### config.mk
export PLATFORM = sky130hd
export DESIGN_NAME = fp_mul_seq_ctrl
export DESIGN_NICKNAME = d
export VERILOG_FILES = /design/src/rtl/fp_mul_seq_ctrl.sv
export SDC_FILE = /design/constraint.sdc
export NUM_CORES = 1
export LEC_CHECK = 0
export BUFFER_PORTS_ARGS = -buffer_cell sky130_fd_sc_hd__buf_2
export CORE_MARGIN = 2
export CORE_UTILIZATION = 55
export DETAILED_ROUTE_END_ITERATION = 7
export GPL_ROUTABILITY_DRIVEN = 0
export PLACE_DENSITY_LB_ADDON = 0.12
export SLEW_MARGIN = 20
export SYNTH_ARGS = -nofsm -noshare
export SYNTH_HDL_FRONTEND = slang
export SYNTH_SLANG_ARGS = --single-unit
### constraint.sdc
create_clock -name clk -period 12.35 [get_ports clk]
set_input_delay 0.6175 -clock clk [delete_from_list [all_inputs] [get_ports clk]]
set_output_delay 0.6175 -clock clk [all_outputs]
set_load 0.02 [all_outputs]
### src/rtl/fp_mul_seq_ctrl.sv
// FP32 multiplier sequencing controller: operand classification, special-case short-circuit and
// an iterative Booth radix-4 mantissa multiply feeding the normalize/round stage.
module fp_mul_seq_ctrl #(
    parameter int unsigned DPC = 1
) (
    input  logic        clk,
    input  logic        rst_n,
    input  logic        flush,
    input  logic        in_valid,
    output logic        in_ready,
    input  logic [31:0] fp_X,
    input  logic [31:0] fp_Y,
    output logic        out_valid,
    input  logic        out_ready,
    output logic        out_special,
    output logic [31:0] out_z,
    output logic        out_sign,
    output logic [9:0]  out_exp,
    output logic [47:0] out_mant,
    output logic        busy
);

    localparam int unsigned ITER = (13 + DPC - 1) / DPC;

    typedef enum logic [1:0] {StIdle, StRun, StDone} state_t;

    state_t      state_q, state_d;
    logic [3:0]  cnt_q;
    logic [49:0] acc_q, acc_next;
    logic [23:0] mx_q;
    logic [26:0] my_q;

    logic [7:0]  ex, ey;
    logic [22:0] fx, fy;
    logic        sub_x, sub_y, inf_x, inf_y, nan_x, nan_y;
    logic        is_special, sign_xy, last;
    logic [31:0] special_z;
    logic [9:0]  exp_sum;

    assign ex      = fp_X[30:23];
    assign ey      = fp_Y[30:23];
    assign fx      = fp_X[22:0];
    assign fy      = fp_Y[22:0];
    assign sub_x   = (ex == 8'h00);
    assign sub_y   = (ey == 8'h00);
    assign inf_x   = (ex == 8'hFF) && (fx == 23'd0);
    assign inf_y   = (ey == 8'hFF) && (fy == 23'd0);
    assign nan_x   = (ex == 8'hFF) && (fx != 23'd0);
    assign nan_y   = (ey == 8'hFF) && (fy != 23'd0);
    assign sign_xy = fp_X[31] ^ fp_Y[31];
    assign exp_sum = {2'b00, ex} + {2'b00, ey} - 10'd127;

    assign is_special = sub_x | sub_y | inf_x | inf_y | nan_x | nan_y;

    always_comb begin
        special_z = {sign_xy, 31'd0};
        if (nan_x || nan_y || (inf_x && sub_y) || (inf_y && sub_x)) begin
            special_z = 32'h7FC0_0000;
        end else if (inf_x || inf_y) begin
            special_z = {sign_xy, 8'hFF, 23'd0};
        end
    end

    assign last = (cnt_q == 4'(ITER - 1));

    // Retire up to DPC Booth digits this cycle; digit k weighs 4^k.
    int          k;
    logic [2:0]  digit;
    logic [49:0] mx_ext, pp;

    always_comb begin
        acc_next = acc_q;
        k        = 0;
        digit    = 3'b000;
        pp       = '0;
        mx_ext   = {26'd0, mx_q};
        for (int j = 0; j < int'(DPC); j++) begin
            k = int'(cnt_q) * int'(DPC) + j;
            if (k < 13) begin
                digit = 3'(my_q >> (2 * k));
                case (digit)
                    3'b001, 3'b010: pp = mx_ext;
                    3'b011:         pp = mx_ext << 1;
                    3'b100:         pp = -(mx_ext << 1);
                    3'b101, 3'b110: pp = -mx_ext;
                    default:        pp = '0;
                endcase
                acc_next = acc_next + (pp << (2 * k));
            end
        end
    end

    always_comb begin
        state_d = state_q;
        unique case (state_q)
            StIdle: if (in_valid) state_d = is_special ? StDone : StRun;
            StRun:  if (last) state_d = StDone;
            StDone: if (out_ready) state_d = StIdle;
            default: state_d = StIdle;
        endcase
        if (flush) state_d = StIdle;
    end

    always_ff @(posedge clk or negedge rst_n) begin
        if (!rst_n) state_q <= StIdle;
        else        state_q <= state_d;
    end

    always_ff @(posedge clk or negedge rst_n) begin
        if (!rst_n) begin
            cnt_q       <= '0;
            acc_q       <= '0;
            mx_q        <= '0;
            my_q        <= '0;
            out_special <= 1'b0;
            out_z       <= '0;
            out_sign    <= 1'b0;
            out_exp     <= '0;
            out_mant    <= '0;
        end else if (flush) begin
            cnt_q <= '0;
            acc_q <= '0;
        end else begin
            unique case (state_q)
                StIdle: begin
                    if (in_valid) begin
                        cnt_q    <= '0;
                        acc_q    <= '0;
                        mx_q     <= {1'b1, fx};
                        my_q     <= {2'b00, 1'b1, fy, 1'b0};
                        out_sign <= sign_xy;
                        out_mant <= '0;
                        if (is_special) begin
                            out_special <= 1'b1;
                            out_z       <= special_z;
                            out_exp     <= '0;
                        end else begin
                            out_special <= 1'b0;
                            out_z       <= '0;
                            out_exp     <= exp_sum;
                        end
                    end
                end
                StRun: begin
                    acc_q <= acc_next;
                    cnt_q <= cnt_q + 4'd1;
                    if (last) out_mant <= acc_next[47:0];
                end
                default: ;
            endcase
        end
    end

    assign in_ready  = (state_q == StIdle);
    assign out_valid = (state_q == StDone);
    assign busy      = (state_q != StIdle);

endmodule

# Word-level counts from Yosys, hierarchy flattened
# Index checks and enable logic that the tools add are counted.
# totals
register_bits	196
in_bits	69
word_cells	94
# classes
add_sub_neg	6
order_cmp	1
eq_ne	17
shifts	2
mux	23
n_bitwise	7
n_reduce_logical	27
# op_table
cell	n
two-way mux 50 bit	4
one-hot mux 50 bit (4 select lines)	1
one-hot mux 50 bit (2 select lines)	1
two-way mux 48 bit	2
one-hot mux 48 bit (2 select lines)	1
two-way mux 32 bit	2
adder 50 bit	1
negator 24 -> 50 bit	1
negator 25 -> 50 bit	1
left shift 50 x 5 -> 50 bit	1
zero test 23 bit	2
nonzero test 23 bit	2
two-way mux 31 bit	1
right shift 25 x 5 -> 3 bit	1
equality test 8 bit (second input constant)	2
zero test 8 bit	2
two-way mux 10 bit	1
two-way mux 2 bit	5
subtractor 9 x 7 -> 10 bit (second input constant)	1
adder 8 x 8 -> 9 bit	1
equality test 3 bit (second input constant)	3
inequality test 3 bit (second input constant)	3
AND reduction 3 bit	3
two-way mux 4 bit	2
23 further kinds	39

# Depth between registers and ports, before layout
# Gate-level depths: netlist of run 1.
# depth
word_depth	10
ltp_mapped	28
depth_no_buf	25

# Worst setup path after synthesis of run 1
# Ideal clock, no wire load.
# synth_path
path_kind	reg-to-reg
from	reg mx_q[0]
to	reg out_mant[47]
setup_ns	0.122
t_arrival_ns	5.945
t_required_ns	12.228
slack_ns	6.283
path_stages_with_launch	26
n_path_buf	3
cell_sequence	dfrtp_1 > inv_1 > ha_1 > or4b_1 > clkbuf_1 > or4_4 > buf_6 > nor2_1 > nor2_1 > xor2_1 > a222oi_1 > mux2_2 > mux2i_1 > mux4_2 > ha_1 > clkbuf_1 > nand4_1 > nor2_1 > nand4_1 > a2111oi_0 > nor3_1 > o31ai_1 > a31oi_1 > mux2i_1 > or3_1 > a32o_1
# synth_between
elab_chain_cells	8
elab_cells_between_ends	9
# synth_lines
item	line_no	rtl
from (decl)	30	logic [23:0] mx_q;
from (signal assigned)	129	mx_q <= {1'b1, fx};
negator 25 -> 50 bit or negator 24 -> 50 bit (tied branches)	84, 85	
one-hot mux 50 bit (4 select lines) *	81	case (digit)
two-way mux 50 bit *	79	if (k < 13) begin
left shift 50 x 5 -> 50 bit *	88	acc_next = acc_next + (pp << (2 * k));
adder 50 bit *	88	
two-way mux 50 bit *	79	
two-way mux 48 bit *	147	if (last) out_mant <= acc_next[47:0];
one-hot mux 48 bit (2 select lines) *	124	unique case (state_q)
to (signal assigned)	147	
to (decl)	19	output logic [47:0] out_mant,
# Mark *: on every way between the ends. The rest lies on a longest branch, timed or not. The select of a mux whose other input is x is not followed.
# A chain may end at the register's enable or synchronous reset.

# Final worst setup path of run 1
# layout_path
from	reg cnt_q[3]
to	reg out_mant[47]
# layout_between
elab_chain_cells	10
elab_cells_between_ends	20
# layout_lines
item	line_no	rtl
from (decl)	28	logic [3:0] cnt_q;
from (signal assigned)	146	cnt_q <= cnt_q + 4'd1;
right shift 25 x 5 -> 3 bit	80	digit = 3'(my_q >> (2 * k));
equality test 3 bit (tied with other cells)	81	
OR reduction 2 bit	81	
one-hot mux 50 bit (4 select lines)	81	
two-way mux 50 bit	79	
left shift 50 x 5 -> 50 bit	88	
adder 50 bit	88	
two-way mux 50 bit	79	
two-way mux 48 bit	147	
one-hot mux 48 bit (2 select lines)	124	
# Parallel ways exist; a longest one is shown, timed or not. The select of a mux whose other input is x is not followed.

==> results.sh, run 1 <==
export IMPL_hold_viol_final=0
export IMPL_grt_overflow=0
export IMPL_synth_simple_area_share_pct=20.5
export IMPL_crit_chain="buf_4 > clkinv_1 > mux4_2 > xnor2_1 > a22oi_1 > nor2_1 > a311oi_1 > mux2_2 > mux4_2 > o22ai_1 > ha_1 > nand2_1 > o21ai_0 > nor4_1 > a2111oi_0 > nor3_1 > o31ai_1 > a31oi_1 > nand3b_1 > mux2i_1 > o21ai_0 > a32o_1"
export IMPL_synthCells=1649
export IMPL_power_density_mw_per_mm2=284
export IMPL_p_leak_nw=7.41
export IMPL_die_y_um=160
export IMPL_fin_setup_tns_ps=0
export IMPL_crit_slowest_cell="xnor2_1"
export IMPL_nets=1850
export IMPL_synth_fa_ha_area_share_pct=6.67
export IMPL_skew_ps=14.0
export IMPL_synthesis_area_sq_mm=0.0134
export IMPL_ant_nets=0
export IMPL_htreeDepth=4
export IMPL_slew_viol_final=0
export IMPL_start_util_pct=55.4
export IMPL_finalWirelength_um=39300
export IMPL_rows=57
export IMPL_relSlewSlack_pct=26.1
export IMPL_path_clk_slew_ps=70
export IMPL_cp_required_ps=12680
export IMPL_drc=0
export IMPL_fmax_ghz=0.122
export IMPL_postCtsHoldBufs=0
export IMPL_finalSetupViolations=0
export IMPL_synth_edff_count=0
export IMPL_drt_iter0_drc=1322
export IMPL_synth_area_per_cell_sq_um=8.10
export IMPL_clk_latency_ps=450
export IMPL_layout_drive_gt1_share_pct=15.7
export IMPL_synth_top_family_by_area="compound AO/OA/AOI/OAI gates"
export IMPL_worstPathArrival_ps=8500
export IMPL_synthMuxAreaShare_pct=8.31
export IMPL_synth_xor_area_share_pct=4.32
export IMPL_cts_buffer_depth=2
export IMPL_min_path_type="input pin to asynchronous set/reset pin"
export IMPL_top_layer="met5"
export IMPL_dr_wl_met2_um=17400
export IMPL_period_share_pct=66.1
export IMPL_antenna_cells=0
export IMPL_period_needed_ps=8170
export IMPL_synth_compound_area_share_pct=23.4
export IMPL_cts_resized=0
export IMPL_grtUsageTotal_pct=30.8
export IMPL_seq_area_frac_synth_pct=30.7
export IMPL_viasPerCell=6.22
export IMPL_cts_tree="built"
export IMPL_criticalPathCategory="flop to flop"
export IMPL_dp_hpwl_um=29000
export IMPL_vdd_ir_drop_max_mv=0.159
export IMPL_worstSetupStartpointType="flop"
export IMPL_maxCapViolCount=0
export IMPL_yosysWarningCount=0
export IMPL_io_pins=164
export IMPL_clkSinkCount=164
export IMPL_ys_ff_latch=164
export IMPL_dieWidth_um=160
export IMPL_outcome="finished, final reports clean"
export IMPL_antenna_found_initial=1
export IMPL_power_mw=4.15
export IMPL_synth_async_sr_flop_share_pct=100
export IMPL_area_delta_synth_final_pct=9.68
export IMPL_worst_pin_slew_ps=1100
export IMPL_yosysUniqueCellTypes=88
export IMPL_cts_made_buffers=17
export IMPL_core_sq_mm=0.0241
export IMPL_wl_met3_um=3630
export IMPL_worstSetupEndpointType="flop"
export IMPL_cp_slowest_stage_delay_ps=950
export IMPL_io_buffers=141
export IMPL_cp_max_fo=50
export IMPL_grt_max_degree=72
export IMPL_clock_root_buffer="clkbuf_16"
export IMPL_cpLargestDelayFamily="compound AO/OA/AOI/OAI gates"
export IMPL_rsz0062_at_grt="false"
export IMPL_grt_pass1_vias=12100
export IMPL_grt_pass1_wl_um=63700
export IMPL_postCtsSetupBuffers=0
export IMPL_wl_met1_um=17100
export IMPL_firstDrtPassIters=5
export IMPL_dieArea_sq_mm=0.0255
export IMPL_routedWlPerCell_um=19.2
export IMPL_vias=12700
export IMPL_critPathBufInv=2
export IMPL_synthFlopType="dfrtp_1"
worst paths after layout:
path                              start           end  slack (ps)  cells past startpoint
setup / recovery               cnt_q[3]  out_mant[47]        4180                     22
hold / removal                    rst_n      mx_q[20]          60                      1
setup reg to reg               cnt_q[3]  out_mant[47]        4180                     22
hold reg to reg            out_mant[38]  out_mant[38]         470                      2
max in group asynchronous         rst_n     acc_q[14]       11060                      2
min in group clk                fp_X[5]       mx_q[5]         370                      3
stage by stage:
stage	hold WS, ps	utilization (%)	setup WS, ps	cell area (sq um)	std cells
2_1_floorplan	322	-	6280	13400	1670
3_3_place_gp	455	58.2	4570	14000	2015
3_5_place_dp	456	58.2	4330	14000	2015
4_1_cts	73.9	60.6	4270	14600	2047
5_1_grt	90.1	60.7	3460	14600	2048
6_report	61.3	60.7	4180	14600	2048
state kept, by name (all words and copies together), names as in the netlist:
signal       flops
acc_q           48
cnt_q            4
mx_q            24
my_q            23
out_exp         10
out_mant        48
out_sign         1
out_special      1
out_z            3
state_q          2
logic make-up after synthesis:
logic type	after synthesis
compound gates	471
xor+xnor	65
other cells	1
buf+inv	174
flops	164
mux	90
fa+ha+maj	70
simple gates	614
cell usage after synthesis, types with 11 or more instances:
library cell	number	area, sq um
nor4_1	19	119
mux2i_1	51	510
xor2_1	24	210
o21ai_0	108	541
nand3_1	24	120
nor2_1	106	398
ha_1	68	851
clkbuf_1	81	304
a21oi_1	121	606
or3_1	15	93.8
nor3_1	37	185
a211oi_1	16	120
nor2b_1	11	68.8
xnor2_1	40	350
a22o_1	40	350
dfrtp_1	164	4100
mux4_2	13	293
a21o_1	56	420
inv_1	36	135
buf_4	32	240
or2_2	11	68.8
nand2_1	330	1240
nand4_1	19	119
mux2_2	24	270
cell type report:
cell class                 instances  area (sq um)
fill                            2274          9460
multi-input combinational       1332          8560
sequential                       164          4100
timing repair buffer             157           845
clock buffer                      20           467
tap                              324           405
inverter                          39           146
clock inverter                    12           113
cells in the final DEF, fill, tap and decap left out, drive strengths merged, types with 45 or more instances in the layout:
cell / netlist / layout
nand2: 330 / 330
ha: 68 / 68
buf: 54 / 157
o21ai: 111 / 111
nor2: 107 / 107
mux2i: 53 / 53
a21oi: 122 / 122
dfrtp: 164 / 164
a21o: 57 / 57
inv: 37 / 45
power breakdown:
group,total (mW),switching [mW],leakage (nW),internal (mW)
clock,0.543,0.261,0.285,0.282
sequential,0.901,0.185,2.17,0.716
combinational,2.71,1.70,4.95,1.01
per-layer routing:
metal  track usage, %  vias up
met5                0        -
met3             6.05       92
li1                 -     6008
met1             42.9     6062
met2             48.5      578
met4             9.95        2
(Power assumes the default switching activity.)
==> run 2: changes to the inputs <==
--- a/config.mk
+++ b/config.mk
@@ -5,6 +5,7 @@
 export SDC_FILE = /design/constraint.sdc
 export NUM_CORES = 1
 export LEC_CHECK = 0
+export ABC_AREA = 1
 export BUFFER_PORTS_ARGS = -buffer_cell sky130_fd_sc_hd__buf_2
 export CORE_MARGIN = 2
 export CORE_UTILIZATION = 55
==> constraint.sdc (replaced) <==
create_clock -name clk -period 8.51 [get_ports clk]
set_input_delay 0.4255 -clock clk [delete_from_list [all_inputs] [get_ports clk]]
set_output_delay 0.4255 -clock clk [all_outputs]
set_load 0.02 [all_outputs]
==> run 2 against run 1 <==
  * First-iteration DRC count fell by 12%
  * Largest cell class unchanged
  * Final area is 0.35% higher
  * Via count is 8.4% higher
==> results.sh, run 2 <==
export IMPL_dieWidth_um=160
export IMPL_die_y_um=160
export IMPL_cts_buffer_depth=2
export IMPL_cts_made_buffers=17
export IMPL_vias=13800
export IMPL_dp_hpwl_um=29700
export IMPL_rsz0062_at_grt="false"
export IMPL_hold_viol_final=0
export IMPL_dp_cells=2364
export IMPL_crit_slowest_cell="inv_2"
export IMPL_fin_cells=2396
export IMPL_period_needed_ps=6280
export IMPL_antenna_found_initial=0
export IMPL_antenna_cells=0
export IMPL_synthFlopType="dfrtp_1"
export IMPL_drc=0
export IMPL_multi_input_area_sq_mm=0.00811
export IMPL_yosys_top_cells_count="nand2_1, o21ai_0, inv_1, nor2_1, dfrtp_1"
export IMPL_critPathBufInv=5
export IMPL_ant_nets=0
export IMPL_skew_ps=12.5
export IMPL_routedWlPerCell_um=16.2
export IMPL_clk_latency_ps=450
export IMPL_io_buffers=141
export IMPL_period_share_pct=73.8
export IMPL_grt_max_degree=115
export IMPL_firstDrtPassIters=6
export IMPL_finalWirelength_um=38900
export IMPL_htreeDepth=4
export IMPL_grt_pass1_wl_um=64400
export IMPL_p_leak_nw=7.36
export IMPL_cts_tree="built"
export IMPL_area_delta_synth_final_pct=9.15
export IMPL_synth_async_sr_flop_share_pct=100
export IMPL_yosysWarningCount=0
export IMPL_fmax_ghz=0.159
export IMPL_postCtsHoldBufs=0
export IMPL_nets=2198
export IMPL_synthCells=1977
export IMPL_rows=57
export IMPL_synth_area_per_cell_sq_um=6.81
export IMPL_seq_area_frac_synth_pct=30.5
export IMPL_layout_commonest_cell="nand2_1"
export IMPL_synth_edff_count=0
export IMPL_slew_viol_final=0
export IMPL_cp_required_ps=8870
export IMPL_grt_overflow=0
export IMPL_cpLargestDelayFamily="compound AO/OA/AOI/OAI gates"
export IMPL_worstSetupStartpointType="flop"
export IMPL_cp_max_fo=40
export IMPL_ys_ff_latch=164
export IMPL_min_path_type="input pin to asynchronous set/reset pin"
export IMPL_top_regs="acc_q (48), out_mant (48), mx_q (24)"
export IMPL_netlist_area_leader_share_pct=30.5
export IMPL_vdd_ir_drop_max_mv=0.145
export IMPL_maxCapViolCount=0
export IMPL_dieArea_sq_mm=0.0257
export IMPL_grt_pass1_vias=12900
export IMPL_core_sq_mm=0.0242
export IMPL_viasPerCell=5.76
export IMPL_synth_area_leaders="dfrtp_1, nand2_1, o21ai_0, ha_1, inv_1"
export IMPL_criticalPathCategory="flop to flop"
export IMPL_io_pins=164
export IMPL_worstSetupEndpointType="flop"
export IMPL_start_util_pct=55.7
export IMPL_fin_setup_tns_ps=0
export IMPL_synthesis_area_sq_mm=0.0135
export IMPL_nFillCells=2349
export IMPL_drt_iter0_drc=1168
export IMPL_clkSinkCount=164
export IMPL_worst_pin_slew_ps=1030
export IMPL_grtUsageTotal_pct=30.5
export IMPL_path_clk_slew_ps=70
export IMPL_finalSetupViolations=0
export IMPL_worstPathArrival_ps=6640
export IMPL_power_density_mw_per_mm2=281
export IMPL_layout_drive_gt1_share_pct=11.9
export IMPL_regArea_sq_mm=0.00410
export IMPL_cp_slowest_stage_delay_ps=530
export IMPL_yosysUniqueCellTypes=66
export IMPL_synth_most_common_cell="nand2_1"
export IMPL_outcome="finished, final reports clean"
export IMPL_yosysTopAreaCell="dfrtp_1"
export IMPL_final_cell_mix="nand2_1, o21ai_0, inv_1"
export IMPL_cts_resized=0
export IMPL_clock_root_buffer="clkbuf_16"
export IMPL_postCtsSetupBuffers=0
export IMPL_relSlewSlack_pct=31.1
run 2: changes by cell type in the layout (fill, tap and decap cells not counted), moves of 15 or more:
cell      change
a21o_1       -49
mux2_2       -24
nand2_1     +174
or3_1        -15
o211ai_1     +24
nor2_1       +68
nand3_1      +85
o21ai_0      +95
xnor2_1      -31
a22o_1       -38
inv_1       +136
nor3_1       -16
o21ai_1      +63
mux2i_1      -46
run 2: metrics by stage:
stage	setup WS (ps)	power [mW]	hold slack, ps	utilization, %	area [sq um]
5_1_grt	1950	4.45	169	60.8	14700
3_3_place_gp	2570	3.31	452	58.4	14100
3_5_place_dp	2560	3.33	462	58.4	14100
6_report	2230	4.13	102	60.8	14700
2_1_floorplan	4270	2.73	130	-	13500
4_1_cts	2520	4.11	172	60.8	14700
run 2: cells by family after synthesis:
family | after synthesis | synth area share, %
AOI/OAI and AO/OA | 495 | 20.7
xor gates and xnor gates | 46 | 2.99
adders and majority gates | 70 | 6.62
buffers and inverters | 301 | 9.99
DFF | 164 | 30.5
muxes | 5 | 0.372
other | 1 | 0.0279
and+or+nand+nor | 895 | 28.8
run 2: area by class of cell:
type / instances / area share, %
clock buffer: 19 / 3.01
tap: 324 / 2.76
clock inverter: 13 / 0.800
sequential: 164 / 27.9
inverter: 191 / 4.90
multi-input combinational: 1533 / 55.2
timing repair buffer: 152 / 5.42
run 2: report_power, final:
group | total (mW) | internal, mW | switching, mW
logic | 2.26 | 0.719 | 1.54
clock network | 0.759 | 0.392 | 0.366
registers | 1.11 | 0.967 | 0.139
run 2: final timing paths:
path	slack, ps	end	start	cells past startpoint
hold / removal	100	out_mant[12]	rst_n	1
max in group asynchronous	7130	my_q[20]	rst_n	2
hold reg to reg	480	out_mant[1]	out_mant[1]	2
min in group clk	170	state_q[1]	out_ready	2
setup reg to reg	2230	acc_q[34]	cnt_q[1]	28
setup / recovery	2230	acc_q[34]	cnt_q[1]	28
run 2: routing by layer:
metal / GRT usage [%] / wire length [um]
met1: 39.7 / 16500
met4: 12.4 / 1550
met5: 0 / 0
met3: 4.78 / 2530
met2: 50.9 / 18400
==> run 3: changes to the inputs <==
--- a/config.mk
+++ b/config.mk
@@ -8,7 +8,7 @@
 export ABC_AREA = 1
 export BUFFER_PORTS_ARGS = -buffer_cell sky130_fd_sc_hd__buf_2
 export CORE_MARGIN = 2
-export CORE_UTILIZATION = 55
+export CORE_UTILIZATION = 54
 export DETAILED_ROUTE_END_ITERATION = 7
 export GPL_ROUTABILITY_DRIVEN = 0
 export PLACE_DENSITY_LB_ADDON = 0.12
==> constraint.sdc (replaced) <==
create_clock -name clk -period 5.6 [get_ports clk]
set_input_delay 0.28 -clock clk [delete_from_list [all_inputs] [get_ports clk]]
set_output_delay 0.28 -clock clk [all_outputs]
set_load 0.02 [all_outputs]
==> run 3 against run 2 <==
  * Register-to-register slack got worse by 1900 ps
  * Maximum frequency rose by 19%
  * Final cell count rose by 0.54%
  * Largest power group unchanged
  * Worst setup slack got worse by 1900 ps
  * Critical path type unchanged
==> results.sh, run 3 (synthesized netlist as in run 2, its figures left out) <==
export IMPL_outcome="finished, final reports clean"
export IMPL_p_comb_share_pct=54.1
export IMPL_critPathBufInv=4
export IMPL_worst_pin_slew_ps=856
export IMPL_path_clk_slew_ps=70
export IMPL_final_cell_mix="nand2_1, o21ai_0, inv_1"
export IMPL_dieWidth_um=162
export IMPL_layout_drive_gt1_share_pct=13.9
export IMPL_p_sw_share_pct=48.9
export IMPL_p_switching_mw=3.22
export IMPL_criticalPathCategory="flop to flop"
export IMPL_finalSetupViolations=0
export IMPL_cp_slowest_stage_delay_ps=460
export IMPL_drt_iter0_drc=1289
export IMPL_power_density_mw_per_mm2=439
export IMPL_grt_overflow=0
export IMPL_seq_power_share_pct=25.7
export IMPL_firstDrtPassIters=5
export IMPL_worstSetupStartpointType="flop"
export IMPL_die_y_um=162
export IMPL_min_path_type="input pin to flop"
export IMPL_core_sq_mm=0.0244
export IMPL_crit_top_cell="nand2_1"
export IMPL_grt_max_degree=78
export IMPL_fmax_ghz=0.189
export IMPL_antenna_found_initial=0
export IMPL_nets=2211
export IMPL_period_share_pct=94.5
export IMPL_routedWlPerCell_um=16.9
export IMPL_cts_tree="built"
export IMPL_cp_required_ps=5890
export IMPL_area_delta_synth_final_pct=11.4
export IMPL_grt_pass1_vias=12900
export IMPL_clock_root_buffer="clkbuf_16"
export IMPL_slew_viol_final=0
export IMPL_viasPerCell=5.80
export IMPL_dp_hpwl_um=30700
export IMPL_skew_ps=16.3
export IMPL_clkPwrFrac_pct=20.2
export IMPL_io_buffers=141
export IMPL_wl_met1_um=16900
export IMPL_top_layer="met4"
export IMPL_cpLargestDelayFamily="simple AND/OR/NAND/NOR gates"
export IMPL_htreeDepth=4
export IMPL_drc=0
export IMPL_p_leak_nw=7.49
export IMPL_maxCapViolCount=0
export IMPL_grtUsageTotal_pct=30.7
export IMPL_worstSetupEndpointType="flop"
export IMPL_vdd_ir_drop_max_mv=0.204
export IMPL_power_mw=6.59
export IMPL_hold_viol_final=0
export IMPL_rows=57
export IMPL_grt_pass1_wl_um=65100
export IMPL_cts_buffer_depth=2
export IMPL_cp_max_fo=18
export IMPL_top_regs="acc_q (48), out_mant (48), mx_q (24)"
export IMPL_wl_met3_um=2660
export IMPL_period_needed_ps=5290
export IMPL_clkSinkCount=164
export IMPL_pre_cts_ws_ps=188
export IMPL_clk_latency_ps=450
export IMPL_dr_wl_met2_um=19400
export IMPL_layout_commonest_cell="nand2_1"
export IMPL_start_util_pct=55.2
export IMPL_nFillCells=2383
export IMPL_timing_final_ws_setup_ps=308
export IMPL_finalWirelength_um=40600
export IMPL_p_int_mw=3.36
export IMPL_cts_made_buffers=17
export IMPL_antenna_cells=0
export IMPL_dieArea_sq_mm=0.0262
export IMPL_ant_nets=0
export IMPL_io_pins=164
export IMPL_relSlewSlack_pct=43.0
export IMPL_worstPathArrival_ps=5590
export IMPL_vias=14000
export IMPL_crit_slowest_cell="dfrtp_2"
## run 3: stage by stage
stage / setup TNS (ps) / utilization (%) / hold WS, ps / instance area, sq um / cells
6_report: 0 / 61.5 / 38.0 / 15000 / 2409
5_1_grt: -51.5 / 61.5 / 52.8 / 15000 / 2409
4_1_cts: 0 / 61.0 / 38.4 / 14900 / 2407
3_5_place_dp: 0 / 58.3 / 285 / 14200 / 2374
3_3_place_gp: 0 / 58.3 / 276 / 14200 / 2374
2_1_floorplan: 0 / - / -15.6 / 13500 / 1998
## run 3: layer usage
layer,vias to the layer above,global-route usage (%)
li1,6788,-
met1,6466,39.4
met2,599,52.3
met3,129,3.68
met4,0,13.6
met5,-,0
## run 3: cell type report
class	count	area (sq um)	area share, %
Inverter	191	719	4.80
Multi-Input combinational cell	1533	8220	54.8
Clock inverter	14	210	1.40
Tap cell	324	405	2.70
Timing Repair Buffer	165	907	6.05
Sequential cell	164	4110	27.4
Clock buffer	18	429	2.86
## run 3: final timing paths
check	startpoint	end	slack, ps	depth (start not counted)
worst max-delay path	cnt_q[0]	acc_q[32]	310	32
worst min-delay path	out_ready	state_q[1]	40	2
worst max register to register	cnt_q[0]	acc_q[32]	310	32
worst min register to register	out_mant[23]	out_mant[23]	480	2
max in group asynchronous	rst_n	cnt_q[0]	4000	3
min in group asynchronous	rst_n	out_mant[12]	350	2
## run 3: worst register-to-register path, delay by kind of cell (launching register included)
| kind | cells | cell delay [ps] |
|---|---|---|
| AND/OR/NAND/NOR | 15 | 1870 |
| AO/OA/AOI/OAI | 10 | 1500 |
| XOR/XNOR | 1 | 150 |
| flip-flops | 1 | 460 |
| adder cells (fa/ha/maj) | 1 | 400 |
| buffers and inverters | 4 | 570 |
| multiplexers | 1 | 160 |
## run 3: timing repair
action                                  CTS  global route
resized for setup                         0            37
endpoints found under the setup margin    0            51
hold buffers                              1             0
buffers inserted                          0             2
hold endpoints to repair                 53             0
## run 3: power by group through the flow
stage               sequential [mW]  combinational (mW)  clock (mW)
floorplan                      1.82                2.33           0
global placement               1.71                3.37           0
detailed placement             1.71                3.40           0
CTS                            1.69                3.43        1.33
global route                   1.73                3.93        1.37
finish                         1.69                3.56        1.33
